## src/rtl/counter_pkg.sv

```systemverilog
// Shared constants and helpers for the BCD counter family.
// to_bcd is evaluated at elaboration to build per-instance limits.
package counter_pkg;

  localparam int         BCD_W   = 4;
  localparam logic [3:0] BCD_MAX = 4'd9;

  function automatic logic [31:0] to_bcd(
    input int v,
    input int ndig
  );
    logic [31:0] r;
    int          x;
    r = '0;
    x = v;
    for (int i = 0; i < 8; i++) begin
      if (i < ndig) begin
        r[i*4 +: 4] = 4'(x % 10);
        x           = x / 10;
      end
    end
    return r;
  endfunction

endpackage

```

## src/rtl/bcd_digit.sv

```systemverilog
// One BCD decade cell: clear, load, increment or decrement
// with ripple carry/borrow to the next decade.
module bcd_digit
  import counter_pkg::*;
(
  input  logic             clk,
  input  logic             reset,
  input  logic             zero,
  input  logic             ld,
  input  logic [BCD_W-1:0] ld_val,
  input  logic             inc,
  input  logic             dec,
  output logic [BCD_W-1:0] digit,
  output logic             carry,
  output logic             borrow
);

  always_ff @(posedge clk or negedge reset) begin
    if (!reset) begin
      digit <= '0;
    end else if (zero) begin
      digit <= '0;
    end else if (ld) begin
      digit <= ld_val;
    end else if (inc) begin
      digit <= (digit == BCD_MAX) ? '0 : digit + 4'd1;
    end else if (dec) begin
      digit <= (digit == '0) ? BCD_MAX : digit - 4'd1;
    end
  end

  assign carry  = inc & (digit == BCD_MAX);
  assign borrow = dec & (digit == '0);

endmodule

```

## src/rtl/bcd_mod_counter.sv

```systemverilog
// Multi-digit BCD up/down counter with programmable modulus,
// wrap or saturate at the limits, and checked parallel load.
module bcd_mod_counter
  import counter_pkg::*;
#(
  parameter int NDIGITS  = 2,
  parameter int MODULUS  = 60,
  parameter int SATURATE = 0
) (
  input  logic                   clk,
  input  logic                   reset,
  input  logic                   clr,
  input  logic                   load,
  input  logic [BCD_W*NDIGITS-1:0] load_val,
  input  logic                   en,
  input  logic                   up,
  output logic [BCD_W*NDIGITS-1:0] cnt,
  output logic                   tc,
  output logic                   wrapped,
  output logic                   load_err
);

  localparam int           W    = BCD_W * NDIGITS;
  localparam logic [W-1:0] MAXV = W'(to_bcd(MODULUS - 1, NDIGITS));
  localparam bit           SAT  = (SATURATE != 0);

  logic             at_max;
  logic             at_zero;
  logic             step_up;
  logic             step_dn;
  logic             wrap_up;
  logic             wrap_dn;
  logic             lv_ok;
  logic             zero_all;
  logic             ld_all;
  logic [W-1:0]     ld_bus;
  logic [NDIGITS:0] ci;
  logic [NDIGITS:0] bi;
  logic [NDIGITS-1:0] dig_ok;
  logic             unused_cout;

  assign at_max  = (cnt == MAXV);
  assign at_zero = (cnt == '0);
  assign step_up = en & up & ~clr & ~load;
  assign step_dn = en & ~up & ~clr & ~load;
  assign wrap_up = step_up & at_max;
  assign wrap_dn = step_dn & at_zero;
  assign tc      = wrap_up | wrap_dn;

  // Valid BCD digits compare numerically as plain binary.
  assign lv_ok = (&dig_ok) & (load_val <= MAXV);

  assign zero_all = clr | (wrap_up & ~SAT);
  assign ld_all   = (load & ~clr & lv_ok) | (wrap_dn & ~SAT);
  assign ld_bus   = load ? load_val : MAXV;

  assign ci[0] = step_up & ~at_max;
  assign bi[0] = step_dn & ~at_zero;

  for (genvar g = 0; g < NDIGITS; g++) begin : g_dig
    bcd_digit u_dig (
      .clk    (clk),
      .reset  (reset),
      .zero   (zero_all),
      .ld     (ld_all),
      .ld_val (ld_bus[g*BCD_W +: BCD_W]),
      .inc    (ci[g]),
      .dec    (bi[g]),
      .digit  (cnt[g*BCD_W +: BCD_W]),
      .carry  (ci[g+1]),
      .borrow (bi[g+1])
    );
    assign dig_ok[g] = (load_val[g*BCD_W +: BCD_W] <= BCD_MAX);
  end

  // The limit compares stop the chain before it leaves the top digit.
  assign unused_cout = ci[NDIGITS] | bi[NDIGITS];

  always_ff @(posedge clk or negedge reset) begin
    if (!reset) begin
      wrapped  <= 1'b0;
      load_err <= 1'b0;
    end else begin
      wrapped  <= ~SAT & (wrap_up | wrap_dn);
      load_err <= load & ~clr & ~lv_ok;
    end
  end

endmodule

```

## config.mk

```make
export PLATFORM = sky130hd
export DESIGN_NAME = bcd_mod_counter
export DESIGN_NICKNAME = d
export VERILOG_FILES = /design/src/rtl/counter_pkg.sv /design/src/rtl/bcd_digit.sv /design/src/rtl/bcd_mod_counter.sv
export SDC_FILE = /design/constraint.sdc
export NUM_CORES = 1
export LEC_CHECK = 0
export ABC_AREA = 1
export BUFFER_PORTS_ARGS = -buffer_cell sky130_fd_sc_hd__buf_2
export CORE_UTILIZATION = 56
export DETAILED_ROUTE_END_ITERATION = 12
export GPL_TIMING_DRIVEN = 0
export PLACE_DENSITY_LB_ADDON = 0.12
export SLEW_MARGIN = 20
export SYNTH_ARGS = -nofsm -noshare
export SYNTH_HDL_FRONTEND = slang
export SYNTH_HIERARCHICAL = 1
export SYNTH_SLANG_ARGS = --single-unit
```

## constraint.sdc

```tcl
create_clock -name clk -period 4.8 [get_ports clk]
set_input_delay 0.96 -clock clk [delete_from_list [all_inputs] [get_ports clk]]
set_output_delay 0.96 -clock clk [all_outputs]
set_load 0.02 [all_outputs]
```

==> flow_summary.toml, run 1 <==
[clock_network]
cts_tree = "done"
post_cts_resized = 0
htree_num_levels = 1
clkLatencyLatePin_ns = 0.28
cts_root_buffer = "clkbuf_4"
cts.clk_slew.worst_paths_ns = 0.08
cts_buffers = 3
cts_setup_buffers = 0
postCtsHoldBufs = 0
clockBufferDepth = 2
clock_sinks = 10

[finish]
multiInputGateArea_sq_um = 748
fill_cells = 174
ff_latch_area_sq_um = 250
drive_gt1_share_pct = 25.2
finalNetCount = 233
n_antenna_cell = 0
fin_cells = 235
area_growth_pct = 17.3

[synth]
ys.warnings.count = 6
syn_area_sq_um = 1080
syn_avg_cell_area_sq_um = 5.96
synth.net_count = 204
synthCells = 182

[detailed_routing]
wl_mm = 2.69
via_per_inst = 5.24
drt_first_pass_iters = 5
drtIter0Drc = 46
drc = 0
ant_nets = 0
vias = 1231
routedWlPerCell_um = 11.4

[run_status]
status = "completed"

[critical_path]
r2r_start = "g_dig[0].u_dig/digit[2]"
critical_path_class = "in2out"
cp-start-kind = "input pin"
crit_start = "load"
endpoint_kind = "primary output"
required_ns = 3.84
cp_max_fo = 6
arrival_ns = 1.77

[place]
dpl.cell_count = 231
gp_congestion = 0.922
hpwl_mm = 2.06
portBuffers = 24

[timing]
finalSetupViolCount = 0
final.setup_skew_ns = 0.00760
drv_slew = 0
tightest_slew_ns = 0.595
fin_crit_sh_pct = 57.0
min_period_ns = 2.73
fmax_mhz = 366
rsz0062_at_grt = "no"
tns_ns = 0
hold_viol = 0
relSlewSlack_pct = 60.2

[die]
num_io_pins = 25
die_h_um = 46.0
die_area_sq_um = 2120
core_sq_um = 1760
fp.dieW_um = 46.0
initial_core_util_pct = 61.5
fp-row-count = 15

[power_and_ir_drop]
ir_drop_mv = 0.176
pwr_density_cell_nw_per_um2 = 252
leakage_nw = 0.790
totalPowerFinal_mw = 0.321

[worst_hold_path]
hp-class = "in2async"

[grt]
first_global_vias = 1061
antenna_found_initial = 0
grt-ovfl-total = 0
grt_usage_pct = 27.3
grt_pass1_wl_mm = 4.22
grt_max_degree = 11

[job]
cap_violations = 0
[flip-flops by register name, summed over array words and instances, names as in the netlist]
name and count:
g_dig.u_dig/digit 8, load_err 1, wrapped 1
[worst max-delay path, cell delays in order]
cell and delay [ns]:
buf_2 0.13, inv_2 0.10, nand3_2 0.09, nor2_2 0.12, nand2_1 0.09, nand2_1 0.10, buf_2 0.17
[layout make-up]
type | instances | area share [%]
multi-input cells | 149 | 58.8
inverters | 23 | 6.78
flip-flops and latches | 10 | 19.7
well taps | 25 | 2.46
repair buffers | 24 | 9.44
clock buffers | 4 | 2.85
[cells in the final DEF (no fill, tap or decap)]
master	count
nand2_1	60
nor2_2	7
inv_1	14
or2_2	4
and2_1	1
nand3_1	17
buf_2	24
nor2_1	28
o21ai_0	1
nand3_2	1
nand4_1	2
o21a_1	2
clkbuf_8	1
inv_2	9
nand2_2	2
o21bai_1	2
nor4_2	2
o21ai_1	6
a21boi_1	1
ha_1	8
clkbuf_4	3
dfrtp_1	10
a21oi_1	5
[report_power, final]
part | internal, mW | total, mW | switching (mW)
sequential | 0.0911 | 0.109 | 0.0184
clock | 0.0461 | 0.0825 | 0.0364
combinational | 0.0470 | 0.129 | 0.0823
total | 0.184 | 0.321 | 0.137
[stage by stage]
step                      hold slack (ns)  instance area [sq um]  util (%)  setup slack [ns]
final                               0.530                   1270      72.1              2.07
after global routing                0.544                   1270      72.1              1.89
after CTS                           0.534                   1270      72.1              2.07
after detailed placement            0.637                   1240      70.1              1.84
after global placement              0.632                   1240      70.1              1.91
after floorplan                     0.664                   1080         -              2.35
[metal layers]
metal	share of wire [%]	vias up	global-route usage, %
li1	-	631	-
met1	43	552	32.4
met2	51	44	49.9
met3	5.3	4	3.57
met4	0.78	0	8.24
met5	0	-	0
[final timing paths]
| path | endpoint | slack, ns | cells after the start |
|---|---|---|---|
| setup / recovery | tc | 2.07 | 7 |
| hold / removal | g_dig[1].u_dig/digit[1] | 0.53 | 1 |
| setup reg to reg | g_dig[1].u_dig/digit[2] | 2.46 | 12 |
| hold reg to reg | g_dig[1].u_dig/digit[1] | 0.65 | 2 |
| max in group asynchronous | g_dig[0].u_dig/digit[0] | 4.07 | 1 |
| min in group clk | g_dig[1].u_dig/digit[1] | 0.65 | 2 |
(Power assumes the default switching activity.)
==> run 2, diff against run 1 <==
Settings changed: ABC_AREA 1 to 0, CORE_UTILIZATION 56 to 48.
Clock period 4.8 ns to 2.2 ns, I/O delays scaled along.
==> flow_summary.toml, run 2 <==
[finish]
mostFrequentLayoutCells = "buf_2 (23), buf_4 (22), nand2b_1 (14), nand2_1 (11), a21oi_1 (10)"
largest_reg_flops = 8
area_growth_pct = 47.8
reg_top3 = "g_dig.u_dig/digit (8), load_err (1), wrapped (1)"
largest-register = "g_dig.u_dig/digit"
drive_gt1_share_pct = 45.3
post-route-util_pct = 78.5
final_common_cell = "buf_2"
finalNetCount = 213
n_antenna_cell = 0

[synth]
synth.net_count = 160
syn_avg_cell_area_sq_um = 7.93
syn_area_sq_um = 1090
synthCells = 138
ys.warnings.count = 6

[die]
initial_core_util_pct = 53.1
num_io_pins = 25
die_h_um = 49.8
die_area_sq_um = 2480
fp.dieW_um = 49.8
fp-row-count = 16
core_sq_um = 2060

[place]
hpwl_mm = 2.23
place_ws_ns = -0.602
gp_congestion = 0.842
portBuffers = 24

[grt]
grt.busiest_layer = "met2"
grt_pass1_wl_mm = 5.67
first_global_vias = 1223
use_met3_pct = 6.17
antenna_found_initial = 0
use_met2_pct = 49.1
grt_max_degree = 11
grt-ovfl-total = 0
grt_usage_pct = 29.6
use_met1_pct = 39.7

[power_and_ir_drop]
pwr-share-clk_pct = 16.5
p_sw_mw = 0.334
swShare_pct = 40.5
ir_drop_mv = 0.386
combPwrFrac_pct = 56.0
p_seq_share_pct = 27.5
pwr_density_cell_nw_per_um2 = 510
p_int_mw = 0.490
leakage_nw = 0.711

[timing]
hold_viol = 0
tns_ns = -0.509
min_period_ns = 2.37
tightest_slew_ns = 0.429
fin_ws_ns = -0.171
rsz0062_at_grt = "yes"
drv_slew = 0
final.setup_skew_ns = 0.00292
relSlewSlack_pct = 71.4
fin_crit_sh_pct = 108
finalSetupViolCount = 7
fmax_mhz = 422

[detailed_routing]
drtIter0Drc = 49
wl_mm = 3.56
drt_first_pass_iters = 4
ant_nets = 0
via_per_inst = 6.06
drc = 0
routedWlPerCell_um = 16.4
vias = 1316

[job]
cap_violations = 0

[critical_path]
critical-path-max-stage-delay_ns = 0.56
cp-start-kind = "flop"
cp_max_fo = 5
arrival_ns = 2.53
required_ns = 2.36
critical_path_class = "reg2reg"
slowest_stage = "or4_4"
cp_cell_sequence = "or4_4, nor2_4, nor4b_4, buf_6, and2_4, or3_4, a21oi_2, a2111oi_2, o32ai_1"
crit_buf_inv = 1
endpoint_kind = "flop"
path_delay_family = "simple AND/OR/NAND/NOR gates"

[clock_network]
htree_num_levels = 1
clkLatencyLatePin_ns = 0.27
clockBufferDepth = 2
clock_sinks = 10
cts_root_buffer = "clkbuf_4"
cts_buffers = 3
postCtsHoldBufs = 0
cts.clk_slew.worst_paths_ns = 0.07
cts_tree = "done"

[run_status]
violations = "setup timing"
status = "complete, but fails checks"

[worst_hold_path]
hp-class = "in2async"
==> run 2: cell types whose count changed in the layout (fill, tap and decap cells not counted), moves of 6 or more <==
cell,before,now
nor2_1,28,5
dfrtp_1,10,4
inv_1,14,8
buf_6,0,6
nand2_1,60,11
inv_2,9,1
buf_4,0,22
nand2b_1,0,14
nand3_1,17,1
dfrtp_2,0,6
nor3_1,0,7
==> run 2: metrics by stage <==
step                      cell area, sq um  total power [mW]  hold slack (ns)  std cells
after floorplan                       1160             0.487            0.144        138
after global placement                1310             0.564            0.320        189
after detailed placement              1310             0.574            0.323        189
after CTS                             1520             0.784           0.0292        211
after global routing                  1620             0.880           0.0433        217
final                                 1620             0.824           0.0330        217
==> run 2: layer usage <==
layer,wire length (um),part of all wire (%)
met1,1490,42
met2,1720,48
met3,313,8.8
met4,37,1.0
met5,0,0
==> run 2: path summary, 6_finish.rpt <==
check / slack [ns] / endpoint / cells after the start / from
max: -0.17 / g_dig[1].u_dig/digit[3] / 9 / g_dig[0].u_dig/digit[2]
min: 0.03 / load_err / 1 / reset
max reg2reg: -0.17 / g_dig[1].u_dig/digit[3] / 9 / g_dig[0].u_dig/digit[2]
min reg2reg: 0.71 / g_dig[1].u_dig/digit[1] / 2 / g_dig[1].u_dig/digit[1]
max in group asynchronous: 1.94 / g_dig[0].u_dig/digit[3] / 1 / reset
min in group clk: 0.45 / wrapped / 2 / clr
==> run 2: repair_timing <==
item	CTS	global route
buffers inserted	18	6
pin swaps	13	11
setup endpoints to repair	9	9
gates resized for setup	12	20
==> run 2: power groups by stage <==
stage          logic [mW]  registers [mW]  clock network [mW]
6_report            0.462           0.226               0.136
2_1_floorplan       0.234           0.254                   0
3_5_place_dp        0.334           0.240                   0
4_1_cts             0.416           0.224               0.144
5_1_grt             0.500           0.229               0.151
3_3_place_gp        0.325           0.239                   0
==> run 2: final cells by class <==
cell class / count / area, sq um
flip-flops and latches: 10 / 258
well taps: 27 / 33.8
clock buffers: 4 / 26.3
plain buffers: 5 / 45.0
fillers: 147 / 444
inverters: 9 / 33.8
repair buffers: 48 / 327
multi-input cells: 114 / 895
==> run 3, diff against run 2 <==
Settings changed: ABC_AREA 0 to 1, CORE_UTILIZATION 48 to 45.
==> flow_summary.toml, run 3 (synthesis gave the netlist of run 1 again) <==
[grt]
grt_pass1_wl_mm = 4.60
antenna_found_initial = 0
grt-ovfl-total = 0
first_global_vias = 1073
grt_max_degree = 11
grt_usage_pct = 23.0

[die]
die_h_um = 51.1
fp.dieW_um = 51.1
die_area_sq_um = 2610
core_sq_um = 2230
num_io_pins = 25
fp-row-count = 17
initial_core_util_pct = 48.6

[timing]
fmax_mhz = 525
fin_crit_sh_pct = 86.7
rsz0062_at_grt = "no"
drv_slew = 0
worst_hold_slack_ns = 0.0391
hold_viol = 0
relSlewSlack_pct = 74.1
min_period_ns = 1.91
tightest_slew_ns = 0.385
finalSetupViolCount = 0
final.setup_skew_ns = 0.00157

[place]
gp_congestion = 0.894
hpwl_mm = 2.02
portBuffers = 24

[detailed_routing]
vias = 1178
via_per_inst = 4.97
ant_nets = 0
routed.top_layer = "met4"
wl_met1_mm = 1.30
wl_met2_mm = 1.19
drtIter0Drc = 25
drt_first_pass_iters = 4
wl_mm = 2.60
routedWlPerCell_um = 11.0
met3_wirelength_um = 94
drc = 0

[power_and_ir_drop]
p_sw_mw = 0.275
swShare_pct = 42.9
p_seq_share_pct = 37.0
totalPowerFinal_mw = 0.641
ir_drop_mv = 0.362
pwr_density_cell_nw_per_um2 = 504
p_int_mw = 0.366
pwr-share-clk_pct = 19.0
leakage_nw = 0.782
combPwrFrac_pct = 44.0

[critical_path]
path_delay_family = "compound AO/OA/AOI/OAI gates"
cp_cell_sequence = "nand2_1, inv_1, nand2_1, o21a_2, inv_2, nor2_4, inv_2, nand2_1, o21bai_1, nor2_1, o21ai_1, nand2_1"
required_ns = 2.35
slowest_stage = "dfrtp_1"
cp-start-kind = "flop"
arrival_ns = 2.05
endpoint_kind = "flop"
crit_buf_inv = 3
crit_top_cell = "nand2_1"
cp_max_fo = 10
critical-path-max-stage-delay_ns = 0.55
critical_path_class = "reg2reg"

[finish]
final_common_cell = "nand2_1"
mostFrequentLayoutCells = "nand2_1 (60), nor2_1 (27), buf_2 (24), nand3_1 (17), inv_1 (14)"
n_antenna_cell = 0
area_growth_pct = 17.3
reg_top3 = "g_dig.u_dig/digit (8), load_err (1), wrapped (1)"
largest_reg_flops = 8
post-route-util_pct = 57.0
drive_gt1_share_pct = 26.3
finalNetCount = 233
largest-register = "g_dig.u_dig/digit"
fill_cells = 235

[clock_network]
cts.clk_slew.worst_paths_ns = 0.06
cts_root_buffer = "clkbuf_4"
clock_sinks = 10
cts_buffers = 3
cts_tree = "done"
htree_num_levels = 1
clkLatencyLatePin_ns = 0.26
clockBufferDepth = 2
cts_setup_buffers = 0

[job]
cap_violations = 0

[worst_hold_path]
hp-class = "in2async"

[run_status]
status = "completed"
[run 3: worst paths after layout]
check	start	endpoint	slack, ns	cells after the start
setup reg to reg	g_dig[1].u_dig/digit[2]	g_dig[1].u_dig/digit[0]	0.29	12
hold reg to reg	g_dig[0].u_dig/digit[2]	g_dig[0].u_dig/digit[2]	0.64	2
max in group asynchronous	reset	g_dig[0].u_dig/digit[2]	1.94	1
min in group clk	clr	load_err	0.47	3
hold / removal	reset	wrapped	0.04	1
setup / recovery	g_dig[1].u_dig/digit[2]	g_dig[1].u_dig/digit[0]	0.29	12
[run 3: power by group through the flow]
stage	registers (mW)	logic, mW	clock network, mW
after floorplan	0.250	0.187	0
after global placement	0.239	0.271	0
after detailed placement	0.240	0.279	0
after CTS	0.236	0.280	0.129
after global routing	0.242	0.328	0.134
final	0.237	0.282	0.122
[run 3: worst reg2reg max path, cell delays in order (launching register included)]
cell and delay [ns]:
dfrtp_1 0.55, nand2_1 0.09, inv_1 0.06, nand2_1 0.06
o21a_2 0.25, inv_2 0.12, nor2_4 0.08, inv_2 0.09
nand2_1 0.06, o21bai_1 0.24, nor2_1 0.07, o21ai_1 0.07
nand2_1 0.06
[run 3: repair_timing]
action	in CTS	in global routing
endpoints found under the hold margin	0	0
hold buffers	0	0
setup endpoints to repair	4	4
gates resized for setup	1	3
[run 3: area by class of cell]
class | count | area [sq um] | area share [%]
multi-input cells | 149 | 757 | 59.5
repair buffers | 24 | 120 | 9.44
well taps | 28 | 35.0 | 2.75
flip-flops and latches | 10 | 251 | 19.8
inverters | 23 | 86.3 | 6.78
clock buffers | 3 | 22.5 | 1.77
[run 3: per-stage QoR]
step           setup WS, ns  cell area (sq um)  TNS [ns]  std cells
4_1_cts              0.0535               1260         0        237
3_5_place_dp         -0.254               1240    -0.681        234
5_1_grt              0.0523               1270         0        237
3_3_place_gp         -0.205               1240    -0.569        234
6_report              0.293               1270         0        237
2_1_floorplan         0.199               1080         0        182
[run 3: per-layer routing]
metal | up-vias | GRT usage [%]
li1 | 631 | -
met1 | 511 | 33.5
met2 | 34 | 36.8
met3 | 2 | 1.19
met4 | 0 | 6.02
met5 | - | 0
